## config.mk

```make
export PLATFORM = sky130hd
export DESIGN_NAME = fwd_hazard_scoreboard
export DESIGN_NICKNAME = d
export VERILOG_FILES = /design/src/rtl/fwd_pkg.sv /design/src/rtl/fwd_operand_mux.sv /design/src/rtl/fwd_hazard_scoreboard.sv
export SDC_FILE = /design/constraint.sdc
export NUM_CORES = 1
export LEC_CHECK = 0
export ABC_AREA = 1
export BUFFER_PORTS_ARGS = -buffer_cell sky130_fd_sc_hd__buf_2
export CAP_MARGIN = 20
export CORE_ASPECT_RATIO = 0.75
export CORE_MARGIN = 3
export CORE_UTILIZATION = 35
export DETAILED_ROUTE_END_ITERATION = 12
export PLACE_DENSITY = 0.69
export SETUP_SLACK_MARGIN = 0.15
export SLEW_MARGIN = 0
export SYNTH_ARGS = -nofsm -noshare
export SYNTH_HDL_FRONTEND = slang
export SYNTH_SLANG_ARGS = --single-unit
```

## constraint.sdc

```tcl
create_clock -name clk -period 2.5 [get_ports clk]
set_input_delay 0.5 -clock clk [delete_from_list [all_inputs] [get_ports clk]]
set_output_delay 0.5 -clock clk [all_outputs]
set_load 0.1 [all_outputs]
```

## src/rtl/fwd_pkg.sv

```systemverilog
// Shared select-code helpers and FSM state encodings for the ID-stage forwarding/hazard unit.
package fwd_pkg;

    localparam int SEL_RF = 0;

    localparam logic [0:0] ST_RUN   = 1'b0;
    localparam logic [0:0] ST_STALL = 1'b1;

    function automatic int sel_w(input int fwd_stages);
        return $clog2(fwd_stages + 2);
    endfunction

    function automatic int sel_stg(input int k);
        return k + 1;
    endfunction

    function automatic int sel_lw(input int fwd_stages);
        return fwd_stages + 1;
    endfunction

endpackage

```

## src/rtl/fwd_operand_mux.sv

```systemverilog
// One source operand: youngest-first stage compare, then long-latency bus, then RF.
module fwd_operand_mux
    import fwd_pkg::*;
#(
    parameter int XLEN       = 32,
    parameter int AW         = 5,
    parameter int FWD_STAGES = 2,
    parameter int SELW       = 2
) (
    input  logic                       used,
    input  logic [AW-1:0]              addr,
    input  logic [XLEN-1:0]            rf_data,
    input  logic [FWD_STAGES-1:0]      stg_wb_en,
    input  logic [FWD_STAGES*AW-1:0]   stg_dest,
    input  logic [FWD_STAGES*XLEN-1:0] stg_result,
    input  logic [FWD_STAGES-1:0]      stg_ready,
    input  logic                       lw_valid,
    input  logic [AW-1:0]              lw_dest,
    input  logic [XLEN-1:0]            lw_data,
    output logic [XLEN-1:0]            data,
    output logic [SELW-1:0]            sel,
    output logic                       not_ready
);

    logic hit;

    always_comb begin
        data      = rf_data;
        sel       = SELW'(SEL_RF);
        not_ready = 1'b0;
        hit       = 1'b0;
        if (used && addr != '0) begin
            // First matching stage wins; its readiness alone decides load-use.
            for (int k = 0; k < FWD_STAGES; k++) begin
                if (!hit && stg_wb_en[k] && stg_dest[k*AW +: AW] == addr) begin
                    hit       = 1'b1;
                    data      = stg_result[k*XLEN +: XLEN];
                    sel       = SELW'(sel_stg(k));
                    not_ready = ~stg_ready[k];
                end
            end
            if (!hit && lw_valid && lw_dest == addr) begin
                data = lw_data;
                sel  = SELW'(sel_lw(FWD_STAGES));
            end
        end
    end

endmodule

```

## src/rtl/fwd_hazard_scoreboard.sv

```systemverilog
// ID-stage forwarding and hazard unit: operand muxes, pending-write scoreboard,
// RUN/STALL tracker and saturating stall counter.
module fwd_hazard_scoreboard
    import fwd_pkg::*;
#(
    parameter int XLEN       = 32,
    parameter int AW         = 5,
    parameter int NUM_SRC    = 2,
    parameter int FWD_STAGES = 2,
    parameter int CNT_W      = 16,
    localparam int SELW      = sel_w(FWD_STAGES)
) (
    input  logic                       clk,
    input  logic                       rst,
    input  logic                       id_valid,
    input  logic [NUM_SRC*AW-1:0]      id_src_addr,
    input  logic [NUM_SRC-1:0]         id_src_used,
    input  logic [NUM_SRC*XLEN-1:0]    id_rf_data,
    input  logic                       id_wb_en,
    input  logic [AW-1:0]              id_dest,
    input  logic                       id_long_op,
    input  logic                       flush,
    input  logic [FWD_STAGES-1:0]      stg_wb_en,
    input  logic [FWD_STAGES*AW-1:0]   stg_dest,
    input  logic [FWD_STAGES*XLEN-1:0] stg_result,
    input  logic [FWD_STAGES-1:0]      stg_ready,
    input  logic                       lw_valid,
    input  logic [AW-1:0]              lw_dest,
    input  logic [XLEN-1:0]            lw_data,
    output logic [NUM_SRC*XLEN-1:0]    src_data,
    output logic [NUM_SRC*SELW-1:0]    src_sel,
    output logic                       stall,
    output logic                       id_issue,
    output logic                       busy,
    output logic [CNT_W-1:0]           stall_cnt
);

    localparam int NREG = 1 << AW;

    logic [NREG-1:0]    pending_q, pending_d;
    logic [0:0]         state_q, state_d;
    logic [CNT_W-1:0]   stall_cnt_q, stall_cnt_d;
    logic [NUM_SRC-1:0] not_ready;
    logic [NUM_SRC-1:0] pend_hit;
    logic               waw;

    for (genvar j = 0; j < NUM_SRC; j++) begin : g_src
        logic [AW-1:0] addr;
        assign addr = id_src_addr[j*AW +: AW];

        fwd_operand_mux #(
            .XLEN       (XLEN),
            .AW         (AW),
            .FWD_STAGES (FWD_STAGES),
            .SELW       (SELW)
        ) u_mux (
            .used       (id_src_used[j]),
            .addr       (addr),
            .rf_data    (id_rf_data[j*XLEN +: XLEN]),
            .stg_wb_en  (stg_wb_en),
            .stg_dest   (stg_dest),
            .stg_result (stg_result),
            .stg_ready  (stg_ready),
            .lw_valid   (lw_valid),
            .lw_dest    (lw_dest),
            .lw_data    (lw_data),
            .data       (src_data[j*XLEN +: XLEN]),
            .sel        (src_sel[j*SELW +: SELW]),
            .not_ready  (not_ready[j])
        );

        // A pending source is satisfied by the bus writing it back this very cycle.
        assign pend_hit[j] = id_src_used[j] && addr != '0 && pending_q[addr]
                             && !(lw_valid && lw_dest == addr);
    end

    assign waw = id_long_op && id_wb_en && id_dest != '0 && pending_q[id_dest]
                 && !(lw_valid && lw_dest == id_dest);

    assign stall     = id_valid && !flush && (|not_ready || |pend_hit || waw);
    assign id_issue  = id_valid && !stall && !flush;
    assign busy      = |pending_q;
    assign stall_cnt = stall_cnt_q;

    always_comb begin
        pending_d = pending_q;
        if (lw_valid) begin
            pending_d[lw_dest] = 1'b0;
        end
        // Applied after the clear so a same-register set wins.
        if (id_issue && id_long_op && id_wb_en && id_dest != '0) begin
            pending_d[id_dest] = 1'b1;
        end
    end

    always_comb begin
        state_d = state_q;
        case (state_q)
            ST_RUN:   if (stall)  state_d = ST_STALL;
            ST_STALL: if (!stall) state_d = ST_RUN;
            default:  state_d = ST_RUN;
        endcase
    end

    always_comb begin
        stall_cnt_d = stall_cnt_q;
        if (stall && stall_cnt_q != '1) begin
            stall_cnt_d = stall_cnt_q + 1'b1;
        end
    end

    always_ff @(posedge clk or posedge rst) begin
        if (rst) begin
            pending_q   <= '0;
            state_q     <= ST_RUN;
            stall_cnt_q <= '0;
        end else begin
            pending_q   <= pending_d;
            state_q     <= state_d;
            stall_cnt_q <= stall_cnt_d;
        end
    end

endmodule

```

Word-level counts from Yosys, hierarchy flattened
Cells that the tools add are included.
{ "totals": {"regBits": 48, "word_cells": 114} }
{ "classes": {"n_addsub": 1, "order_cmp": 6, "n_eq_ne": 8, "mux": 42, "n_bitwise": 5, "n_reduce_logical": 50} }
{ "op_table": {"columns": ["cell", "count"], "rows": [
  ["32-bit two-way mux", 10],
  ["5-bit equality test", 7],
  ["1-bit logical AND", 33],
  ["32-bit AND", 1],
  ["32-bit NOT", 1],
  ["32-bit OR", 1],
  ["32-bit OR reduction", 1],
  ["5-bit by 6-bit less-than comparator with 1-bit output, second input constant", 4],
  ["1-bit two-way mux", 21],
  ["16-bit by 1-bit adder with 16-bit output, second input constant", 1],
  ["16-bit != test, second input constant", 1],
  ["1-bit binary-select mux with 5-bit select", 3],
  ["5-bit nonzero test", 3],
  ["2-bit two-way mux", 6],
  ["1-bit demux with 5-bit select", 2],
  ["5-bit by 1-bit greater-or-equal comparator with 1-bit output, second input constant", 2],
  ["1-bit zero test", 9],
  ["2-bit OR reduction", 2],
  ["1-bit logical OR", 2],
  ["1-bit NOT", 2]
]} }

Logic depth before layout (Yosys ltp)
{ "logic_depth": {"word_depth": 20, "ltp_mapped": 17} }

Cells and area by module
From an unflattened synthesis, not the netlist that was laid out.
{ "hier_totals": {"cells_unflattened": 1648, "area_unflattened_um2": 8240.4} }
{ "by_module_without_submodules": {"columns": ["mod", "n_inst", "cells_each", "area_each_um2", "seq_area_each_um2"], "rows": [
  ["fwd_operand_mux", 2, 489, 2077.0, 0.0],
  ["fwd_hazard_scoreboard", 1, 670, 4086.4, 1201.2]
]} }

Worst setup path after synthesis
OpenSTA, ideal clock, no wires.
{ "synth_timing": {"kind": "in2out", "startpoint": "in id_src_addr[5]", "endpoint": "out stall", "arrival_ns": 3.874, "required_time_ns": 2.000, "slack_ns": -1.874, "path_stages": 15, "n_path_buf": 4, "path_cell_list": "buf_4 -> inv_2 -> buf_6 -> o21ai_1 -> nor2_2 -> nand3_4 -> buf_6 -> nand3_1 -> nand2_1 -> nand2_1 -> nand2_2 -> nand2_1 -> nor2_4 -> buf_4 -> nor3_1"} }
{ "synth_via": {"elab_chain_len": 13, "word_cells_on_any_way": 25, "cone_classes": "3 x eq/ne; 7 x mux; 15 x reduce/logical"} }
{ "synth_lines": {"columns": ["item", "line_no", "rtl"], "rows": [
  ["start: declaration", "fwd_hazard_scoreboard.sv:16", "input logic [NUM_SRC*AW-1:0] id_src_addr,"],
  ["5-bit equality test", "fwd_operand_mux.sv:35", "if (!hit && stg_wb_en[k] && stg_dest[k*AW +: AW] == addr) begin"],
  ["1-bit logical AND", "fwd_operand_mux.sv:35", null],
  ["1-bit two-way mux", "fwd_operand_mux.sv:35", null],
  ["1-bit two-way mux", "fwd_operand_mux.sv:32", "if (used && addr != '0) begin"],
  ["1-bit zero test", "fwd_operand_mux.sv:35", null],
  ["1-bit logical AND (2 in a row)", "fwd_operand_mux.sv:35", null],
  ["1-bit two-way mux", "fwd_operand_mux.sv:35", null],
  ["1-bit two-way mux", "fwd_operand_mux.sv:32", null],
  ["2-bit OR reduction", "fwd_hazard_scoreboard.sv:80", "assign stall = id_valid && !flush && (|not_ready || |pend_hit || waw);"],
  ["1-bit logical OR * (2 in a row)", "fwd_hazard_scoreboard.sv:80", null],
  ["1-bit logical AND *", "fwd_hazard_scoreboard.sv:80", null],
  ["end: declaration", "fwd_hazard_scoreboard.sv:32", "output logic stall,"]
]} }
Mark *: on every way between the ends. The rest lies on a longest branch, timed or not. The select of a mux whose other input is x is not followed.

Worst setup path after layout
{ "layout_timing": {"startpoint": "in stg_dest[3]", "endpoint": "out src_data[62]"} }
{ "layout_via": {"elab_chain_len": 14, "word_cells_on_any_way": 16, "cone_classes": "1 x eq/ne; 8 x mux; 7 x reduce/logical"} }
{ "layout_lines": {"columns": ["item", "line_no", "rtl"], "rows": [
  ["start: declaration", "fwd_hazard_scoreboard.sv:24", "input logic [FWD_STAGES*AW-1:0] stg_dest,"],
  ["5-bit equality test *", "fwd_operand_mux.sv:35", null],
  ["1-bit logical AND *", "fwd_operand_mux.sv:35", null],
  ["1-bit two-way mux", "fwd_operand_mux.sv:35", null],
  ["1-bit two-way mux", "fwd_operand_mux.sv:32", null],
  ["1-bit zero test", "fwd_operand_mux.sv:35", null],
  ["1-bit logical AND (2 in a row)", "fwd_operand_mux.sv:35", null],
  ["1-bit two-way mux", "fwd_operand_mux.sv:35", null],
  ["1-bit two-way mux", "fwd_operand_mux.sv:32", null],
  ["1-bit zero test", "fwd_operand_mux.sv:42", "if (!hit && lw_valid && lw_dest == addr) begin"],
  ["1-bit logical AND (2 in a row)", "fwd_operand_mux.sv:42", null],
  ["32-bit two-way mux *", "fwd_operand_mux.sv:42", null],
  ["32-bit two-way mux *", "fwd_operand_mux.sv:32", null],
  ["end: declaration", "fwd_hazard_scoreboard.sv:30", "output logic [NUM_SRC*XLEN-1:0] src_data,"]
]} }
Marked as above.

==> flow_summary.ini <==
[run_status]
run_status = complete, but fails checks
violations = setup timing

[global_route]
grt_usage_pct = 32.0
antenna_found_initial = 1
grt_pass1_vias = 10297
grt_pass1_wl_mm = 56.1
grt_max_degree = 32
grt_overflow_total = 0

[sta]
period_needed_ns = 2.86
setup_ws_ns = -0.358
fin_tns_setup_ns = -19.69
slew_violations = 0
fin_skew_ns = 0.00340
setup_viol = 69
finalHoldViolCount = 0
fin_crit_sh_pct = 114
worst_slew_pin_slew_ns = 0.561
slew_headroom_pct = 62.3
fmax_mhz = 350
grt_setup_unrepaired = true

[setup_path]
reg2reg_from = stall_cnt[0]
reg2reg_depth = 8
critical_path_class = input pin to output port
crit_arrival_ns = 2.36
worstPathMaxFanout = 10
cp-end-kind = output port
crit_path_start_kind = input pin
required_ns = 2.00
worstSetupStartpoint = stg_dest[3]
crit_end = src_data[62]
rrSetupSlack_ns = 0.34
r2r_end = stall_cnt[11]

[placement]
dp_cells = 1850
gp_congestion = 1.05
hpwl_mm = 26.6
portBuffers = 289
pre_cts_ws_ns = -0.370

[cts]
cts_hold_buffers = 0
cts_buffers = 5
clk_latency_ns = 0.30
cts_tree = yes
htreeDepth = 2
cts_root_buf = clkbuf_16
clockBufferDepth = 2
clkSinkCount = 48
clkTransAtPathRegs_ns = 0.07

[synthesis]
ys_ff_latch = 48
avgSynthCellArea_um2 = 5.50
yosysWarnings = 0
yosysUniqueCellTypes = 40
syn_area_um2 = 7030
syn_inst = 1278
synth_fp_nets = 1482
ys_seq_area_share_pct = 17.1

[die]
io_pins = 290
die_area_um2 = 21800
initial_core_util_pct = 36.0
die_y_um = 129
core_area_um2 = 19500
std_cell_rows = 44
dieWidth_um = 170

[drt]
num_vias = 11208
drc = 0
drt_pass1_iterations = 6
routed_wl_mm = 38.9
drtAntennaViolNets = 0
via_per_inst = 5.90
drt_iter0_drc = 1417
wl_per_cell_um = 20.4

[final_layout]
drive_above_1_share_pct = 46.1
area_delta_synth_final_pct = 90.2
instances_no_fill = 1901
final_net_count = 1850

[pwr]
p_leak_uw = 0.00645
pwr_density_cell_nw_per_um2 = 373
ir_drop_v = 0.000577

[flow_run]
cap_viol_max_count = 0

[worst_hold_path]
min_path_type = input pin to asynchronous set/reset pin
[logic make-up after synthesis]
logic type,share of synthesized area (%)
fa+ha+maj,0.178
simple gates,42.2
flops,17.1
xor+xnor,2.86
compound gates,24.2
buf+inv,13.4
[layout make-up]
type | count | area (um^2)
Clock inverter | 2 | 12.5
Fill cell | 1559 | 6170
Clock buffer | 6 | 129
Antenna cell | 1 | 2.50
Inverter | 145 | 583
Sequential cell | 48 | 1220
Multi-Input combinational cell | 1004 | 6690
Tap cell | 253 | 317
Timing Repair Buffer | 442 | 4420
[critical path, stage by stage]
cell and delay, ns:
buf_8 0.10, or2_4 0.25, a21oi_4 0.16, nand3_4 0.16
nand2_4 0.20, nand3_4 0.12, inv_8 0.14, buf_12 0.13
buf_16 0.16, a21oi_2 0.08, o21ai_4 0.15, buf_12 0.19
[where the power goes]
part	internal, uW	leakage, uW	switching (uW)
combinational	1170	0.00575	2210
sequential	848	0.000639	87.8
clock	370	0.0000669	309
total	2390	0.00645	2600
[synthesized netlist by cell type]
| cell | instances | share of area, % |
|---|---|---|
| xnor2_1 | 6 | 0.75 |
| inv_1 | 128 | 6.8 |
| nand2_1 | 406 | 22 |
| o21ai_1 | 49 | 3.5 |
| ha_1 | 1 | 0.18 |
| buf_1 | 7 | 0.37 |
| nor2_1 | 66 | 3.5 |
| nor4_1 | 7 | 0.62 |
| a22oi_1 | 12 | 1.3 |
| o211ai_1 | 27 | 2.9 |
| o22ai_1 | 14 | 1.2 |
| o21a_1 | 1 | 0.11 |
| o2111ai_1 | 10 | 1.2 |
| nand4_1 | 55 | 4.9 |
| buf_6 | 4 | 0.64 |
| o21ai_0 | 94 | 6.7 |
| nand3_4 | 3 | 0.75 |
| nor3_2 | 1 | 0.14 |
| nand2_4 | 2 | 0.32 |
| a21oi_4 | 1 | 0.23 |
| or2_0 | 2 | 0.18 |
| o221ai_1 | 6 | 0.75 |
| nor3_1 | 20 | 1.4 |
| inv_4 | 1 | 0.089 |
| or2_4 | 1 | 0.12 |
| clkinv_1 | 1 | 0.053 |
| nand3_1 | 100 | 7.1 |
| a21oi_1 | 89 | 6.3 |
| nor2_2 | 3 | 0.27 |
| xor2_1 | 17 | 2.1 |
| nor3b_2 | 1 | 0.18 |
| buf_2 | 32 | 2.3 |
| inv_2 | 15 | 0.80 |
| or2_1 | 1 | 0.089 |
| or2_2 | 1 | 0.089 |
| clkbuf_1 | 34 | 1.8 |
| dfrtp_1 | 48 | 17 |
| nor2_4 | 3 | 0.48 |
| buf_4 | 5 | 0.53 |
| nand2_2 | 4 | 0.36 |
[how the worst min path moves through the flow]
| stage | from | to | slack (ns) |
|---|---|---|---|
| after floorplan | pending_q[23] | pending_q[23] | 0.49 |
| after global placement | rst | pending_q[11] | 0.48 |
| after detailed placement | rst | pending_q[9] | 0.48 |
| after CTS | rst | pending_q[9] | 0.16 |
| after global routing | rst | pending_q[9] | 0.17 |
| final | rst | pending_q[9] | 0.15 |
[registers in the layout, summed over array words and instances (netlist names)]
name / cells
pending_q: 32
stall_cnt: 16
[through the flow]
stage	power, uW	hold slack [ns]	instance area, um^2	util, %
final	4990	0.154	13400	68.4
after global routing	5200	0.169	13400	68.4
after CTS	4820	0.159	12700	64.8
after detailed placement	3980	0.480	11400	58.4
after global placement	3960	0.476	11400	58.4
after floorplan	2920	0.495	8110	-
[timing repair]
| action | 4_1_cts | 5_1_grt |
|---|---|---|
| endpoints found under the setup margin | 71 | 118 |
| gates cloned | 13 | 9 |
| pin swaps | 57 | 47 |
| gates resized for setup | 195 | 120 |
| setup buffers | 14 | 6 |
[cells in the final DEF (no fill, tap or decap), types with 10 or more instances in the layout]
cell type / n
a21oi_1: 16
a21oi_2: 54
a21oi_4: 20
a22oi_1: 12
buf_12: 88
buf_16: 14
buf_2: 206
buf_4: 96
buf_6: 30
clkbuf_16: 11
dfrtp_1: 35
dfrtp_2: 11
inv_1: 120
inv_2: 17
nand2_1: 333
nand2_2: 30
nand2_4: 37
nand2_8: 12
nand3_1: 94
nand4_1: 55
nor2_1: 60
nor3_1: 18
o2111ai_2: 10
o211ai_1: 27
o21ai_0: 42
o21ai_1: 26
o21ai_2: 39
o21ai_4: 36
o22ai_1: 13
xor2_1: 17
[per-layer routing]
metal	track usage (%)	wire length, um	vias to the layer above
met5	0	0	-
met4	8.27	1170	0
met3	7.86	4590	132
met2	47.9	17100	768
met1	46.0	16000	5273
li1	-	-	5035
Power figures use the tool's default switching activity.
